[config.mk]
export PLATFORM = sky130hd
export DESIGN_NAME = stereo_decorrelator
export DESIGN_NICKNAME = d
export VERILOG_FILES = /design/src/rtl/flac_pkg.sv /design/src/rtl/sample_fifo.sv /design/src/rtl/stereo_decorrelator.sv
export SDC_FILE = /design/constraint.sdc
export NUM_CORES = 1
export LEC_CHECK = 0
export CAP_MARGIN = 0
export CORE_UTILIZATION = 52
export DETAILED_ROUTE_END_ITERATION = 10
export GPL_TIMING_DRIVEN = 0
export PLACE_DENSITY_LB_ADDON = 0.15
export SLEW_MARGIN = 30
export SYNTH_ARGS = -nofsm -noshare
export SYNTH_HDL_FRONTEND = slang
export SYNTH_SLANG_ARGS = --single-unit
[constraint.sdc]
create_clock -name iClock -period 5.6 [get_ports iClock]
set_input_delay 1.12 -clock iClock [delete_from_list [all_inputs] [get_ports iClock]]
set_output_delay 1.12 -clock iClock [all_outputs]
set_load 0.05 [all_outputs]
[src/rtl/flac_pkg.sv]
// flac_pkg: channel-assignment codes and decorrelator FSM states shared by the stereo path.
package flac_pkg;
    localparam logic [3:0] CH_INDEP_MONO   = 4'b0000;
    localparam logic [3:0] CH_INDEP_STEREO = 4'b0001;
    localparam logic [3:0] CH_LEFT_SIDE    = 4'b1000;
    localparam logic [3:0] CH_SIDE_RIGHT   = 4'b1001;
    localparam logic [3:0] CH_MID_SIDE     = 4'b1010;

    typedef enum logic [1:0] {S_IDLE, S_RUN, S_ERROR} state_t;

    function automatic logic chan_supported(input logic [3:0] ca);
        return ca inside {CH_INDEP_MONO, CH_INDEP_STEREO, CH_LEFT_SIDE, CH_SIDE_RIGHT, CH_MID_SIDE};
    endfunction
endpackage

[src/rtl/sample_fifo.sv]
// sample_fifo: show-ahead synchronous FIFO with flush, absorbs skew between channel decoders.
module sample_fifo #(
    parameter int WIDTH = 16,
    parameter int DEPTH = 8
) (
    input  logic             iClock,
    input  logic             iReset_n,
    input  logic             iFlush,
    input  logic             iPush,
    input  logic [WIDTH-1:0] iData,
    input  logic             iPop,
    output logic [WIDTH-1:0] oData,
    output logic             oEmpty,
    output logic             oFull
);
    localparam int AW = $clog2(DEPTH);
    logic [WIDTH-1:0] mem [DEPTH];
    logic [AW:0] wr_ptr, rd_ptr;
    assign oEmpty = wr_ptr == rd_ptr;
    assign oFull  = (wr_ptr[AW] != rd_ptr[AW]) && (wr_ptr[AW-1:0] == rd_ptr[AW-1:0]);
    assign oData  = mem[rd_ptr[AW-1:0]];
    always_ff @(posedge iClock or negedge iReset_n)
        if (!iReset_n) begin
            wr_ptr <= '0;
            rd_ptr <= '0;
        end else if (iFlush) begin
            wr_ptr <= '0;
            rd_ptr <= '0;
        end else begin
            if (iPush && !oFull) wr_ptr <= wr_ptr + 1'b1;
            if (iPop && !oEmpty) rd_ptr <= rd_ptr + 1'b1;
        end
    always_ff @(posedge iClock)
        if (iPush && !oFull && !iFlush) mem[wr_ptr[AW-1:0]] <= iData;
endmodule

[src/rtl/stereo_decorrelator.sv]
// stereo_decorrelator: merges two subframe streams and undoes FLAC inter-channel decorrelation.
module stereo_decorrelator
    import flac_pkg::*;
#(
    parameter int DATA_W     = 16,
    parameter int FIFO_DEPTH = 8
) (
    input  logic              iClock,
    input  logic              iReset_n,
    input  logic              iStart,
    input  logic [3:0]        iChanAssign,
    input  logic [15:0]       iBlockSize,
    input  logic              iValid0,
    input  logic [DATA_W-1:0] iSample0,
    output logic              oReady0,
    input  logic              iValid1,
    input  logic [DATA_W:0]   iSample1,
    output logic              oReady1,
    output logic              oValid,
    input  logic              iReady,
    output logic [DATA_W-1:0] oLeft,
    output logic [DATA_W-1:0] oRight,
    output logic              oFrameDone,
    output logic              oError
);
    state_t state, state_nxt;
    logic [3:0] chan;
    logic [15:0] blk_last, count;
    logic [DATA_W-1:0] d0;
    logic [DATA_W:0] d1;
    logic e0, f0, e1, f1;
    logic mono, run, accept, last, pop, overflow;
    logic signed [DATA_W+1:0] a, b, m, l, r;

    assign mono     = chan == CH_INDEP_MONO;
    assign run      = state == S_RUN;
    assign oReady0  = run & !f0;
    assign oReady1  = run & !mono & !f1;
    assign accept   = oValid & iReady;
    assign last     = accept & run & (count == blk_last);
    assign oFrameDone = last;
    // the final accept must not pull a pair beyond the block into the output register
    assign pop      = run & !iStart & !last & !e0 & (mono | !e1) & (!oValid | iReady);
    assign overflow = run & ((iValid0 & f0) | (!mono & iValid1 & f1));

    sample_fifo #(.WIDTH(DATA_W), .DEPTH(FIFO_DEPTH)) u_fifo0 (
        .iClock(iClock), .iReset_n(iReset_n), .iFlush(iStart), .iPush(iValid0 & oReady0),
        .iData(iSample0), .iPop(pop), .oData(d0), .oEmpty(e0), .oFull(f0)
    );
    sample_fifo #(.WIDTH(DATA_W + 1), .DEPTH(FIFO_DEPTH)) u_fifo1 (
        .iClock(iClock), .iReset_n(iReset_n), .iFlush(iStart), .iPush(iValid1 & oReady1),
        .iData(iSample1), .iPop(pop & !mono), .oData(d1), .oEmpty(e1), .oFull(f1)
    );

    always_comb begin
        a = {{2{d0[DATA_W-1]}}, d0};
        b = {d1[DATA_W], d1};
        m = {a[DATA_W:0], b[0]};
        l = (chan == CH_SIDE_RIGHT) ? a + b : (chan == CH_MID_SIDE) ? (m + b) >>> 1 : a;
        r = mono ? a : (chan == CH_LEFT_SIDE) ? a - b : (chan == CH_MID_SIDE) ? (m - b) >>> 1 : b;
    end

    always_ff @(posedge iClock or negedge iReset_n)
        if (!iReset_n) state <= S_IDLE;
        else state <= state_nxt;

    always_comb begin
        state_nxt = state;
        if (iStart) state_nxt = chan_supported(iChanAssign) ? S_RUN : S_ERROR;
        else if (last) state_nxt = S_IDLE;
    end

    always_ff @(posedge iClock or negedge iReset_n)
        if (!iReset_n) begin
            chan     <= '0;
            blk_last <= '0;
            count    <= '0;
            oValid   <= 1'b0;
            oLeft    <= '0;
            oRight   <= '0;
            oError   <= 1'b0;
        end else if (iStart) begin
            chan     <= iChanAssign;
            blk_last <= (iBlockSize == 16'd0) ? 16'd0 : iBlockSize - 16'd1;
            count    <= '0;
            oValid   <= 1'b0;
            oError   <= !chan_supported(iChanAssign);
        end else begin
            if (overflow) oError <= 1'b1;
            if (accept) count <= last ? 16'd0 : count + 16'd1;
            if (pop) begin
                oValid <= 1'b1;
                oLeft  <= DATA_W'(l);
                oRight <= DATA_W'(r);
            end else if (accept) oValid <= 1'b0;
        end
endmodule

# Word level (Yosys, flattened, before mapping)
# Memories as Yosys holds them, arrays and structs flattened.
# Cells that the tools add are included.
[totals]
in_bits = 59
mem_bits_ro = 0
mem_bits_rw = 264
mem_count = 2
regBits = 88
elab_cells = 120
latch_bits = 0
[classes]
div_mod_pow = 0
n_reduce_logical = 30
magnitude_cmp = 0
eq_ne = 15
add_sub_neg = 10
bitwise_logic = 22
shift = 0
muxes = 29
multipliers = 0
[mem_list]
columns = ["name", "words", "word_bits", "rd", "rd_ports_with_merged_regs", "write_ports", "line", "text"]
rows = [
  ["u_fifo1.mem", 8, 17, 1, 0, 1, "sample_fifo.sv:17", "logic [WIDTH-1:0] mem [DEPTH];"],
  ["u_fifo0.mem", 8, 16, 1, 0, 1, "sample_fifo.sv:17", ""],
]
[ops]
columns = ["op", "n"]
rows = [
  ["$mux W16", 9],
  ["$mux W4", 8],
  ["$eq A4 B4 Y1 const B", 6],
  ["$and A1 B1 Y1", 18],
  ["$add A17 B17 Y17", 1],
  ["$sub A17 B17 Y17", 1],
  ["$add A16 B1 Y16 const B", 1],
  ["$add A16 B16 Y16", 1],
  ["$add A4 B1 Y4 const B", 4],
  ["$eq A16 B16 Y1", 1],
  ["$logic_not A16 Y1", 1],
  ["$sub A16 B1 Y16 const B", 1],
  ["$sub A16 B16 Y16", 1],
  ["$reduce_bool A2 Y1", 7],
  ["$logic_not A1 Y1", 9],
  ["$mux W1", 9],
  ["$eq A4 B4 Y1", 2],
  ["$logic_and A1 B1 Y1", 8],
  ["$logic_not A4 Y1", 2],
  ["$eq A3 B3 Y1", 2],
  ["$mux W2", 3],
  ["$reduce_bool A5 Y1", 1],
  ["$eq A4 B1 Y1 const B", 1],
  ["$or A1 B1 Y1", 3],
  ["other kinds (5)", 6],
]

# Logic depth before layout (Yosys ltp)
[depth]
ltp_word = 12
mapped_depth = 17

# By module
# A second synthesis with hierarchy kept.
[hier_totals]
hier_cells = 1430
hier_area_um2 = 18332.6
[modules_own_cells]
columns = ["module", "seq_area_each_um2", "cells_each", "area_each_um2", "n_inst"]
rows = [
  ["stereo_decorrelator", 1801.7, 891, 6960.4, 1],
  ["sample_fifo (u_fifo1)", 4284.1, 275, 5834.3, 1],
  ["sample_fifo (u_fifo0)", 4043.9, 264, 5537.8, 1],
]

# Least setup slack after synthesis
# OpenSTA, ideal clock, no wires.
[synth_path]
path_kind = "register -> register"
startpoint = "register u_fifo1.wr_ptr[1]"
endpoint = "memory u_fifo1.mem[0][0] in the netlist's numbering (enable)"
t_required_ps = 5188
setup_slack_ps = 1179
synth_period_minus_slack_ps = 4421
stages_incl_launch_ff = 9
t_arrival_ps = 4009
cell_sequence = "dfrtp_1 > clkbuf_1 > xnor2_1 > nand3_1 > nor2_1 > nor3_1 > nand2_1 > or3_1 > nor3_1"
[synth_via]
elab_chain_cells = 9
[synth_lines]
columns = ["element", "line", "text"]
rows = [
  ["start: declaration", "sample_fifo.sv:18", "logic [AW:0] wr_ptr, rd_ptr;"],
  ["start signal: assignment", "sample_fifo.sv:30", "if (iPush && !oFull) wr_ptr <= wr_ptr + 1'b1;"],
  ["$eq A3 B3 Y1", "sample_fifo.sv:20", "assign oFull = (wr_ptr[AW] != rd_ptr[AW]) && (wr_ptr[AW-1:0] == rd_ptr[AW-1:0]);"],
  ["$logic_and A1 B1 Y1", "sample_fifo.sv:20", ""],
  ["$logic_not A1 Y1", "stereo_decorrelator.sv:38", "assign oReady1 = run & !mono & !f1;"],
  ["$and A1 B1 Y1", "stereo_decorrelator.sv:38", ""],
  ["net oReady1", "stereo_decorrelator.sv:18", "output logic oReady1,"],
  ["$and A1 B1 Y1", "stereo_decorrelator.sv:51", ".iClock(iClock), .iReset_n(iReset_n), .iFlush(iStart), .iPush(iValid1 & oReady1),"],
  ["$logic_and A1 B1 Y1 (2 in series)", "sample_fifo.sv:34", "if (iPush && !oFull && !iFlush) mem[wr_ptr[AW-1:0]] <= iData;"],
  ["$mux W1", "sample_fifo.sv:34", ""],
  ["$mux W1 (implied by the code)", "sample_fifo.sv:34", ""],
  ["end: declaration", "sample_fifo.sv:17", ""],
]
# The timed path passes the listed nets, and every way through them passes these cells.

# Final worst setup path
[layout_path]
startpoint = "register u_fifo1.rd_ptr[2]"
endpoint = "register oLeft[15]"
[layout_via]
elab_chain_cells = 6
[layout_lines]
columns = ["element", "line", "text"]
rows = [
  ["start: declaration", "sample_fifo.sv:18", ""],
  ["start signal: assignment", "sample_fifo.sv:31", "if (iPop && !oEmpty) rd_ptr <= rd_ptr + 1'b1;"],
  ["parallel branches: the longest is 6 deep, another holds $mem_v2 Z8 W17", "n/a", ""],
  ["end signal: assignment", "stereo_decorrelator.sv:93", "oLeft <= DATA_W'(l);"],
  ["end: declaration", "stereo_decorrelator.sv:21", "output logic [DATA_W-1:0] oLeft,"],
]
# Parallel ways; which one is timed is not known.
# A chain may end at the register's enable or synchronous reset.

==> impl_metrics.yaml <==
setup_path:
  critPathLaunchType: "register"
  critPathKind: "reg -> reg"
  r2r-start: "u_fifo1.rd_ptr[2]"
  cp-end-kind: "register"
  r2r_slack_ps: 290
  worstPathArrival_ps: 5690
  r2r_end: "oLeft[15]"
  r2r_cells: 13
  crit_fanout: 10
  crit_required_ps: 5980
finish:
  layout_common_cells: "264 x edfxtp_1, 103 x nor2_1, 94 x clkdlybuf4s50_1, 91 x nand2_1, 88 x dfrtp_1"
  final_area_mm2: 0.0210
  layout_commonest_cell: "edfxtp_1"
  nets: 1683
  layout-drive-gt1-share_pct: 12.9
  insertedDiodeCount: 0
  area_growth_pct: 16.9
routing:
  routedWlPerCell_um: 21.2
  vias_per_cell: 5.84
  drtIter0Drc: 1076
  drt_pass1_iterations: 6
  antenna_left: 0
  vias: 11900
  finalWirelength_um: 43000
  drcViolationCount: 0
power_and_ir_drop:
  p_int_w: 0.00443
  total_power_w: 0.00572
  clkPwrFrac_pct: 43.1
  swShare_pct: 22.7
  irDropWorstVdd_mv: 0.239
  seq_power_share_pct: 50.1
  power_switching_w: 0.00130
  p_leak_nw: 7.52
  power_density_mw_per_mm2: 273
  p_comb_share_pct: 6.8
clock_tree:
  h-tree-depth: 2
  clk_path_buf_depth: 3
  clk-insertion-delay-late_ps: 550
  numCtsBuffers: 38
  clk_transition_reported_paths_ps: 60
  cts_num_sinks: 352
  post_cts_buffers: 0
  cts-root-buf: "clkbuf_16"
  cts_hold_buf: 0
  tritoncts: "built"
yosys:
  synth_cells: 1409
  synth_nets: 1538
  ys_seq_area_share_pct: 56.5
  syn_area_mm2: 0.0179
  synth_top_flop_cell: "edfxtp_1"
  synthArstFlopShare_pct: 25.0
  avgSynthCellArea_um2: 12.7
  synth_edf_count: 264
  yosys_warnings: 0
  yosys_register_bits: 352
  synth_top_area_share_pct: 44.2
  synthDistinctLibCells: 74
  synth_top_area_cell: "edfxtp_1"
  yosys-top-cells-area: "edfxtp_1 44%, dfrtp_1 12%, mux4_2 8.0%"
floorplan:
  fp.dieH_um: 188
  io_pins: 96
  core-area_mm2: 0.0337
  fp.dieArea_mm2: 0.0352
  row_count: 67
  initial_core_util_pct: 53.2
  die-width_um: 188
placement:
  pre_cts_slack_ps: -116
  io_buffers: 95
  place_area_mm2: 0.0197
  routabilityCongestion: 0.942
  hpwl_um: 30700
timing:
  max_freq_mhz: 188
  maxSlewHeadroom_pct: 29.2
  setup_tns_ps: 0
  skew_ps: 24.9
  setup_viol: 0
  layout_min_cycle_time_ps: 5310
  hold_viol_final: 0
  fin_crit_sh_pct: 94.7
  worst_slew_pin_slew_ps: 1060
  rsz0062_at_grt: "false"
  timing.final.ws_setup_ps: 294
  slew_viol_final: 0
run:
  cap_viol_max_count: 0
global_routing:
  grt-ovfl-total: 0
  grt_max_degree: 69
  grt_pass1_wl_um: 67100
  grt_pass1_vias: 11800
  antenna_found_initial: 0
  grt_usage_pct: 24.9
min_path:
  hp-class: "in -> async"
status:
  status: "complete, no violations"
==> cells in the mapped netlist, drive strengths merged (5+ instances only) <==
cell	number
a2111oi	5
a211oi	27
a21o	12
a21oi	76
a31oi	11
and3	6
buf	21
clkbuf	59
dfrtp	88
edfxtp	264
ha	67
inv	67
mux2	14
mux2i	26
mux4	66
nand2	91
nand2b	18
nand3	29
nor2	115
nor2b	10
nor3	37
nor4	11
o211ai	6
o21a	10
o21ai	67
o21ba	5
o21bai	9
o22ai	16
o31ai	16
or3	9
xnor2	54
xor2	45
==> power by group through the flow <==
stage | Clock (W) | Combinational (W) | Sequential [W]
after floorplan | 0 | 0.000158 | 0.00297
after global placement | 0 | 0.000374 | 0.00292
after detailed placement | 0 | 0.000384 | 0.00292
after CTS | 0.00251 | 0.000386 | 0.00287
after global routing | 0.00261 | 0.000422 | 0.00287
final | 0.00247 | 0.000388 | 0.00287
==> area by class of cell <==
cell class / instances / area [um^2]
Multi-Input combinational cell: 909 / 7370
Clock buffer: 45 / 1010
Inverter: 68 / 255
Sequential cell: 352 / 10100
Fill cell: 2649 / 12700
Buffer: 80 / 335
Timing Repair Buffer: 105 / 1040
Tap cell: 448 / 561
Clock inverter: 25 / 245
==> worst max-delay path, stage by stage (launching register included) <==
cell,delay [ps]
dfrtp_1,350
buf_2,320
buf_1,830
mux2i_2,690
ha_1,340
clkbuf_1,230
nor4_2,490
nand2_1,210
a31oi_1,360
a21o_1,190
a21oi_1,120
or4b_1,500
a41oi_1,380
o311ai_1,130
==> registers in the layout (all words and copies together) (netlist names) <==
signal,count
blk_last,16
chan,4
count,16
oError,1
oLeft,16
oRight,16
oValid,1
state,2
u_fifo0.mem,128
u_fifo0.rd_ptr,4
u_fifo0.wr_ptr,4
u_fifo1.mem,136
u_fifo1.rd_ptr,4
u_fifo1.wr_ptr,4
==> repair_timing <==
action,in CTS,in global routing
resized for setup,2,12
pin swaps,0,0
setup endpoints to repair,2,5
==> logic make-up after synthesis <==
| kind of cell | after synthesis | synth area share, % |
|---|---|---|
| adders and majority gates | 70 | 5.01 |
| DFF | 352 | 56.5 |
| muxes | 106 | 10.8 |
| AOI/OAI and AO/OA | 283 | 10.3 |
| xor gates and xnor gates | 99 | 4.88 |
| buffers and inverters | 148 | 3.27 |
| and+or+nand+nor | 351 | 9.18 |
==> layer usage <==
metal	routed length, um	part of all wire (%)	track usage [%]	up-vias
li1	-	-	-	5545
met1	19400	45	36.0	5830
met2	19400	45	38.2	416
met3	2800	6.5	4.27	77
met4	1350	3.1	8.63	0
met5	0	0	0	-
==> metrics by stage <==
step / hold slack (ps) / util, % / cells
final: 428 / 62.2 / 2032
after global routing: 436 / 62.2 / 2032
after CTS: 421 / 62.1 / 2032
after detailed placement: 471 / 58.3 / 1962
after global placement: 462 / 57.7 / 1952
after floorplan: 450 / - / 1409
==> worst max-delay path by stage <==
stage / from / endpoint / slack [ps] / cells past startpoint
after CTS: u_fifo0.rd_ptr[1] / oRight[12] / 120 / 15
after global placement: u_fifo1.rd_ptr[0] / oRight[12] / -150 / 14
after global routing: u_fifo1.rd_ptr[0] / oLeft[15] / 8 / 15
after detailed placement: u_fifo0.rd_ptr[1] / oRight[12] / -120 / 15
final: u_fifo1.rd_ptr[2] / oLeft[15] / 290 / 13
after floorplan: u_fifo1.wr_ptr[1] / u_fifo1.mem[0][0] / 1180 / 8
Note: power is estimated with default switching activity, not from simulation.
